--- src/rtl/pid_pkg.sv ---
// Shared types and helpers for the PID PWM actuator.
package pid_pkg;

  localparam int unsigned DEFAULT_WIDTH = 8;

  typedef enum logic [1:0] {
    IDLE  = 2'd0,
    RUN   = 2'd1,
    DRAIN = 2'd2
  } state_t;

  // PWM period in ticks for a given duty word width.
  function automatic int unsigned pwm_period(input int unsigned width);
    return (32'd1 << width) - 32'd1;
  endfunction

endpackage

--- src/rtl/pid_pwm_slew.sv ---
// Combinational slew limiter: moves d toward t by at most step (step=0 jumps to t).
module pid_pwm_slew
  import pid_pkg::*;
#(
  parameter int unsigned WIDTH = DEFAULT_WIDTH
) (
  input  logic [WIDTH-1:0] d,
  input  logic [WIDTH-1:0] t,
  input  logic [WIDTH:0]   step,
  output logic [WIDTH-1:0] slew_c
);

  localparam int unsigned EW = WIDTH + 1;

  logic [WIDTH:0] d_x;
  logic [WIDTH:0] t_x;
  logic [WIDTH:0] gap;
  logic [WIDTH:0] move;
  logic [WIDTH:0] res;

  // One extra bit keeps the step arithmetic from wrapping; result never passes t.
  always_comb begin
    d_x  = EW'(d);
    t_x  = EW'(t);
    gap  = (t_x > d_x) ? (t_x - d_x) : (d_x - t_x);
    move = (gap > step) ? step : gap;
    if (step == '0) begin
      res = t_x;
    end else if (t_x > d_x) begin
      res = d_x + move;
    end else begin
      res = d_x - move;
    end
    slew_c = WIDTH'(res);
  end

endmodule

--- src/rtl/pid_pwm_actuator.sv ---
// PWM actuator stage behind the PID controller. Duty is sampled only at period
// boundaries; an enable FSM starts/stops cleanly on those boundaries.
// Optional build macro PID_PWM_SLEW_EN adds per-period duty slew limiting.
module pid_pwm_actuator
  import pid_pkg::*;
#(
  parameter int unsigned WIDTH     = DEFAULT_WIDTH,
  parameter int unsigned PRESCALE  = 4,
  parameter int unsigned SLEW_STEP = 4
) (
  input  logic             clk,
  input  logic             rst,
  input  logic [WIDTH-1:0] control_signal,
  input  logic             enable,
  output logic             pwm_out,
  output logic [WIDTH-1:0] duty,
  output logic             period_start,
  output logic             active
);

  localparam int unsigned     PRE_W     = (PRESCALE > 1) ? $clog2(PRESCALE) : 1;
  localparam logic [PRE_W-1:0] PRE_LAST  = PRE_W'(PRESCALE - 1);
  localparam logic [WIDTH-1:0] PCNT_LAST = WIDTH'(pwm_period(WIDTH) - 1);

  state_t           state;
  state_t           state_n;
  logic [PRE_W-1:0] pre;
  logic [PRE_W-1:0] pre_n;
  logic [WIDTH-1:0] pcnt;
  logic [WIDTH-1:0] pcnt_n;
  logic [WIDTH-1:0] duty_n;
  logic [WIDTH-1:0] target_c;
  logic             ps_n;
  logic             pwm_n;
  logic             active_n;
  logic             ptick_c;
  logic             bnd_c;

`ifdef PID_PWM_SLEW_EN
  localparam int unsigned     STEP_W      = WIDTH + 1;
  localparam logic [STEP_W-1:0] SLEW_STEP_V = STEP_W'(SLEW_STEP);

  // duty is always 0 in IDLE, so feeding duty directly gives slew(0,t) at start.
  pid_pwm_slew #(
    .WIDTH (WIDTH)
  ) u_slew (
    .d      (duty),
    .t      (control_signal),
    .step   (SLEW_STEP_V),
    .slew_c (target_c)
  );
`else
  logic slew_step_unused;

  // Without slew limiting the applied duty loads the control word directly.
  assign target_c         = control_signal;
  assign slew_step_unused = (SLEW_STEP != 0);
`endif

  // Next-state, counter and output computation.
  always_comb begin
    state_n = state;
    pre_n   = pre;
    pcnt_n  = pcnt;
    duty_n  = duty;
    ps_n    = 1'b0;
    ptick_c = (pre == PRE_LAST);
    bnd_c   = ptick_c && (pcnt == PCNT_LAST);

    if (state != IDLE) begin
      pre_n = ptick_c ? '0 : pre + 1'b1;
      if (ptick_c) begin
        pcnt_n = pcnt + 1'b1;
      end
    end

    case (state)
      IDLE: begin
        pre_n  = '0;
        pcnt_n = '0;
        if (enable) begin
          state_n = RUN;
          duty_n  = target_c;
          ps_n    = 1'b1;
        end
      end
      RUN: begin
        if (bnd_c) begin
          pcnt_n = '0;
          duty_n = target_c;
          ps_n   = 1'b1;
        end
        if (!enable) begin
          state_n = DRAIN;
        end
      end
      DRAIN: begin
        if (bnd_c) begin
          pcnt_n = '0;
          if (enable) begin
            state_n = RUN;
            duty_n  = target_c;
            ps_n    = 1'b1;
          end else begin
            state_n = IDLE;
            pre_n   = '0;
            duty_n  = '0;
          end
        end else if (enable) begin
          state_n = RUN;
        end
      end
      default: begin
        state_n = IDLE;
        pre_n   = '0;
        pcnt_n  = '0;
        duty_n  = '0;
      end
    endcase

    active_n = (state_n != IDLE);
    pwm_n    = active_n && (pcnt_n < duty_n);
  end

  // State and output registers; pwm_out tracks (state!=IDLE && pcnt<duty) of the same registers.
  always_ff @(posedge clk) begin
    if (rst) begin
      state        <= IDLE;
      pre          <= '0;
      pcnt         <= '0;
      duty         <= '0;
      period_start <= 1'b0;
      pwm_out      <= 1'b0;
      active       <= 1'b0;
    end else begin
      state        <= state_n;
      pre          <= pre_n;
      pcnt         <= pcnt_n;
      duty         <= duty_n;
      period_start <= ps_n;
      pwm_out      <= pwm_n;
      active       <= active_n;
    end
  end

endmodule
--- config.mk ---
export PLATFORM = sky130hd
export DESIGN_NAME = pid_pwm_actuator
export DESIGN_NICKNAME = d
export VERILOG_FILES = /design/src/rtl/pid_pkg.sv /design/src/rtl/pid_pwm_slew.sv /design/src/rtl/pid_pwm_actuator.sv
export SDC_FILE = /design/constraint.sdc
export NUM_CORES = 1
export LEC_CHECK = 0
export CAP_MARGIN = 0
export CORE_MARGIN = 5
export CORE_UTILIZATION = 53
export DETAILED_ROUTE_END_ITERATION = 7
export GPL_ROUTABILITY_DRIVEN = 0
export PLACE_DENSITY = 0.78
export SLEW_MARGIN = 5
export SYNTH_ARGS = -nofsm -noshare
export SYNTH_HDL_FRONTEND = slang
export SYNTH_SLANG_ARGS = --single-unit
--- constraint.sdc ---
create_clock -name clk -period 3.95 [get_ports clk]
set_clock_uncertainty 0.15 [all_clocks]
set_input_delay 1.185 -clock clk [delete_from_list [all_inputs] [get_ports clk]]
set_output_delay 1.185 -clock clk [all_outputs]
set_load 0.05 [all_outputs]
==> results_dict.tcl, run 1 <==
set metrics [dict create \
    status "complete, no violations" \
    port_buffers 21 \
    drt-met1-wl_mm 1.48 \
    die_h_um 62.7 \
    hold_class "reg2reg" \
    ios 22 \
    worstPathArrival_ns 3.59 \
    cts_root_buf "clkbuf_4" \
    hpwlAfterDp_mm 2.60 \
    maxCapViolCount 0 \
    nNetsFinal 207 \
    synthesis.area_um2 1470 \
    grt-ovfl-total 0 \
    finalCritPeriodShare 0.875 \
    clock_path_buffers 2 \
    synth_seq_cells 23 \
    die_area_um2 3930 \
    leakagePower_uw 0.000720 \
    rsz0062_at_grt "no" \
    peakVddDrop_uv 284 \
    grt_pass1_vias 1219 \
    worstSetupEndpointType "flop" \
    post_drt_wl_per_cell_um 15.8 \
    slew_headroom 0.658 \
    initial_core_util 0.542 \
    synth_edf_count 0 \
    synthTopCellsByArea "dfxtp_1 31%, ha_1 12%, nor2_1 7.7%" \
    antenna_found_initial 0 \
    fin_crit_ns 3.46 \
    wl_mm 3.35 \
    path_class "in2reg" \
    post-place-cells 208 \
    fin_tns_setup_ns 0 \
    clk_pin_slew_worst_paths_ns 0.14 \
    cts_resized 0 \
    netlist_instances 158 \
    via_count 1231 \
    ys_seq_area_frac 0.313 \
    dr_wl_met3_um 126 \
    ctsHoldBuffers 0 \
    num_antenna_cells 0 \
    critPathRequiredTime_ns 4.09 \
    drtIter0Drc 49 \
    yosys.area.top_type "dfxtp_1" \
    synthDistinctLibCells 41 \
    ant_nets 0 \
    grt_start_max_net_pins 16 \
    cts_tree "done" \
    drt-vias-per-instance 5.81 \
    setup_ws_ns 0.495 \
    hold_violations 0 \
    worst_pin_slew_ns 0.511 \
    grt_pass1_wl_mm 5.72 \
    drc 0 \
    htree_levels 1 \
    finalMaxSlewViolations 0 \
    wl_met2_mm 1.68 \
    max_freq_mhz 289 \
    dr.pass1.iters 4 \
    power.density_nw_per_um2 370 \
    core_area_um2 2710 \
    ys.flop_type "dfxtp_1" \
    cts.sinks 23 \
    area_growth_pct 18.5 \
    fp.dieW_um 62.7 \
    yosysWarnings 0 \
    std_cell_rows 19 \
    drive_above_1_share 0.155 \
    clk_latency_ns 0.33 \
    cp-start-kind "input port" \
    avgSynthCellArea_um2 9.30 \
    grt_usage 0.177 \
    synthArstFlopShare 0 \
    netlist.area_leader.share 0.313 \
    setup_viol 0 \
    pre_cts_slack_ns 0.186 \
    post_cts_buffers 0 \
    critical_path.max_fanout 11 \
    final_cell_count_no_fill 212 \
    cts_buffers 3 \
    synth_nets 183 \
    highest_layer "met4" \
]
[critical path, cell delays in order]
cell and delay, ns:
clkdlybuf4s50_1 0.49, buf_4 0.21, mux2_2 0.37, a2bb2oi_2 0.17
or2_1 0.12, ha_1 0.25, a21o_1 0.17, a21o_1 0.18
a211oi_1 0.25, o311a_1 0.20
[final cells by class]
cell class / instances / area (µm²)
Tap cell: 31 / 38.8
Multi-Input combinational cell: 125 / 963
Sequential cell: 23 / 460
Fill cell: 229 / 968
Clock buffer: 3 / 22.5
Clock inverter: 1 / 5.00
Inverter: 5 / 18.8
Timing Repair Buffer: 24 / 233
[routing by layer]
layer	GRT usage	vias up
met1	0.223	589
li1	-	608
met4	0.0716	0
met2	0.298	27
met5	0	-
met3	0.0252	7
[cell families (layout without fill, tap and decap cells)]
group	after synthesis	after routing	share of synthesized area
adder cells (fa/ha/maj)	15	15	0.126
multiplexers	14	14	0.100
XOR/XNOR	7	7	0.0417
AO/OA/AOI/OAI	24	24	0.163
AND/OR/NAND/NOR	65	65	0.225
buffers and inverters	10	33	0.0315
flip-flops	23	23	0.313
[state kept, by name (all words and copies together), names as in the netlist]
register	cells
period_start	1
pwm_out	1
active	1
state	2
duty	8
pre	2
pcnt	8
[placed cells by master, fill, tap and decap left out, types with 5 or more instances in the layout]
cell	synthesis	layout
or2_1	6	6
nor2_1	30	30
mux2i_1	8	8
clkdlybuf4s50_1	0	21
mux2_2	6	6
nand2_1	5	5
a2bb2oi_2	6	6
dfxtp_1	23	23
ha_1	14	14
xor2_1	5	5
[where the power goes]
group	internal, µW	switching (µW)
Clock	38.1	81.4
Sequential	250	11.1
Combinational	112	152
[cells in the mapped netlist (2+ instances only)]
cell,instances
xnor2_1,2
a22o_1,2
xor2_1,5
nand4_1,4
nand2_1,5
a21o_1,2
inv_1,4
or2_1,6
o21ai_1,2
a2bb2oi_2,6
ha_1,14
or2_2,2
mux2i_1,8
mux2_2,6
nand2b_1,4
nor2b_1,4
nor3_1,4
clkbuf_1,2
a21oi_1,3
dfxtp_1,23
nor2_1,30
[metrics by stage]
step / cell area, µm² / total power [µW] / utilization / hold WS [ns]
2_1_floorplan: 1470 / 454 / - / 0.358
3_3_place_gp: 1710 / 521 / 0.633 / 0.374
3_5_place_dp: 1710 / 528 / 0.633 / 0.389
4_1_cts: 1740 / 644 / 0.643 / 0.412
5_1_grt: 1740 / 680 / 0.643 / 0.457
6_report: 1740 / 645 / 0.643 / 0.426
[final timing paths]
| check | start | end | slack, ns | cells past startpoint |
|---|---|---|---|---|
| hold / removal | pre[1]$_SDFF_PP0_ | pre[1]$_SDFF_PP0_ | 0.43 | 2 |
| setup / recovery | enable | pwm_out$_SDFF_PP0_ | 0.49 | 10 |
| setup reg to reg | state[0]$_SDFF_PP0_ | pwm_out$_SDFF_PP0_ | 0.79 | 12 |
| hold reg to reg | pre[1]$_SDFF_PP0_ | pre[1]$_SDFF_PP0_ | 0.43 | 2 |
(Power assumes the default switching activity.)
==> inputs of run 2 (changes only) <==
--- a/config.mk
+++ b/config.mk
@@ -6,11 +6,12 @@
 export NUM_CORES = 1
 export LEC_CHECK = 0
 export CAP_MARGIN = 0
-export CORE_MARGIN = 5
-export CORE_UTILIZATION = 53
+export CORE_MARGIN = 2
+export CORE_UTILIZATION = 55
+export CTS_BUF_LIST = sky130_fd_sc_hd__clkbuf_8
 export DETAILED_ROUTE_END_ITERATION = 7
 export GPL_ROUTABILITY_DRIVEN = 0
-export PLACE_DENSITY = 0.78
+export PLACE_DENSITY = 0.81
 export SLEW_MARGIN = 5
 export SYNTH_ARGS = -nofsm -noshare
 export SYNTH_HDL_FRONTEND = slang
==> run 2 against run 1 <==
Compared with the run above:
- cell area increased by 0.93%
- global-route usage increased by 3.0 points
- critical path type unchanged
- utilization increased by 6.1 points
- maximum frequency decreased by 3.2%
- clock power increased by 18%
- highest routed layer unchanged
- sequential power about the same
- cell count decreased by 0.47%
- sequential cell count unchanged
==> results_dict.tcl, run 2 (synthesized netlist as in run 1, its figures left out) <==
set metrics [dict create \
    cts.sinks 23 \
    grt_pass1_wl_mm 5.18 \
    dr.pass1.iters 4 \
    cts_buffers 3 \
    ios 22 \
    placed_cell_area_um2 1710 \
    nNetsFinal 207 \
    pre_cts_slack_ns 0.117 \
    crit_chain "clkdlybuf4s50_1, or3_4, a21oi_4, a2bb2oi_2, or2_1, ha_1, a21o_1, a21o_1, a211oi_1, o311a_1" \
    maxCapViolCount 0 \
    power.density_nw_per_um2 377 \
    finalInstanceArea_um2 1760 \
    cp-start-kind "input port" \
    ant_nets 0 \
    finalMaxSlewViolations 0 \
    die_h_um 55.7 \
    post_cts_buffers 0 \
    drc 0 \
    initial_core_util 0.588 \
    wl_mm 3.02 \
    fin_crit_ns 3.57 \
    slew_headroom 0.661 \
    setup_ws_ns 0.382 \
    core_area_um2 2500 \
    std_cell_rows 18 \
    rsz0062_at_grt "no" \
    crit_top_cell "a21o_1" \
    drive_above_1_share 0.149 \
    drt-vias-per-instance 5.82 \
    antenna_found_initial 0 \
    cp_slowest_stage_delay_ns 0.42 \
    grt_start_max_net_pins 16 \
    grt_usage 0.207 \
    grt-ovfl-total 0 \
    drtIter0Drc 32 \
    critical_path.max_fanout 6 \
    cts_resized 0 \
    num_antenna_cells 0 \
    finalCritPeriodShare 0.903 \
    setup_viol 0 \
    fin_tns_setup_ns 0 \
    cp_num_buf_inv 1 \
    status "complete, no violations" \
    via_count 1229 \
    finalPower_uw 662 \
    die_area_um2 3100 \
    path_class "in2reg" \
    leakagePower_uw 0.000729 \
    grt_pass1_vias 1235 \
    cts_tree "done" \
    worstSetupEndpointType "flop" \
    critPathRequiredTime_ns 4.00 \
    post_drt_wl_per_cell_um 14.3 \
    hold_class "reg2reg" \
    path_delay_family "compound AO/OA/AOI/OAI gates" \
    hold-worst-slack_ns 0.400 \
    peakVddDrop_uv 315 \
    layout_commonest_cell "nor2_1" \
    hpwlAfterDp_mm 2.35 \
    worst_pin_slew_ns 0.505 \
    htree_levels 1 \
    clock_path_buffers 2 \
    hold_violations 0 \
    cts_root_buf "clkbuf_8" \
    area_growth_pct 19.6 \
    worstPathArrival_ns 3.62 \
    top_regs "duty (8), pcnt (8)" \
    crit_slowest_cell "clkdlybuf4s50_1" \
    clk_latency_ns 0.26 \
    layout_common_cells "30 x nor2_1, 23 x dfxtp_1, 21 x clkdlybuf4s50_1" \
    fp.dieW_um 55.7 \
    max_freq_mhz 280 \
    clk_pin_slew_worst_paths_ns 0.08 \
    port_buffers 21 \
    ctsHoldBuffers 0 \
]
## run 2: worst paths after layout
path / from / end / slack [ns] / cells after the start
worst max-delay path: enable / pwm_out$_SDFF_PP0_ / 0.38 / 10
worst min-delay path: pre[1]$_SDFF_PP0_ / pre[1]$_SDFF_PP0_ / 0.40 / 2
worst max register to register: state[1]$_SDFF_PP0_ / pwm_out$_SDFF_PP0_ / 0.89 / 12
worst min register to register: pre[1]$_SDFF_PP0_ / pre[1]$_SDFF_PP0_ / 0.40 / 2
## run 2: where the power goes
group	internal, µW	total (µW)	switching [µW]
Clock	69.3	141	71.7
Sequential	249	260	10.3
Combinational	112	261	150
Total	431	662	232
## run 2: worst min-delay path, delay by kind of cell, from the launching register on
kind / cells / cell delay (ns)
flops: 1 / 0.32
simple gates: 1 / 0.05
mux: 1 / 0.13
## run 2: metal layers
layer  global-route usage  part of all wire  vias to the layer above  wire, µm
met4               0.0662             0.011                        0        34
met5                    0                 0                        -         0
met1                0.253              0.47                      592      1400
li1                     -                 -                      607         -
met2                0.367              0.49                       24      1490
met3               0.0349             0.028                        6        85
## run 2: stage by stage
stage                     instances   util
after global placement          207  0.685
after floorplan                 158      -
after detailed placement        207  0.685
after CTS                       211  0.703
after global routing            211  0.703
final                           211  0.703
## run 2: final cells by class
type / count / area [µm²]
clock buffers: 3 / 41.3
clock inverters: 1 / 3.75
fillers: 216 / 742
inverters: 5 / 18.8
multi-input cells: 125 / 963
flip-flops and latches: 23 / 460
well taps: 30 / 37.5
repair buffers: 24 / 233
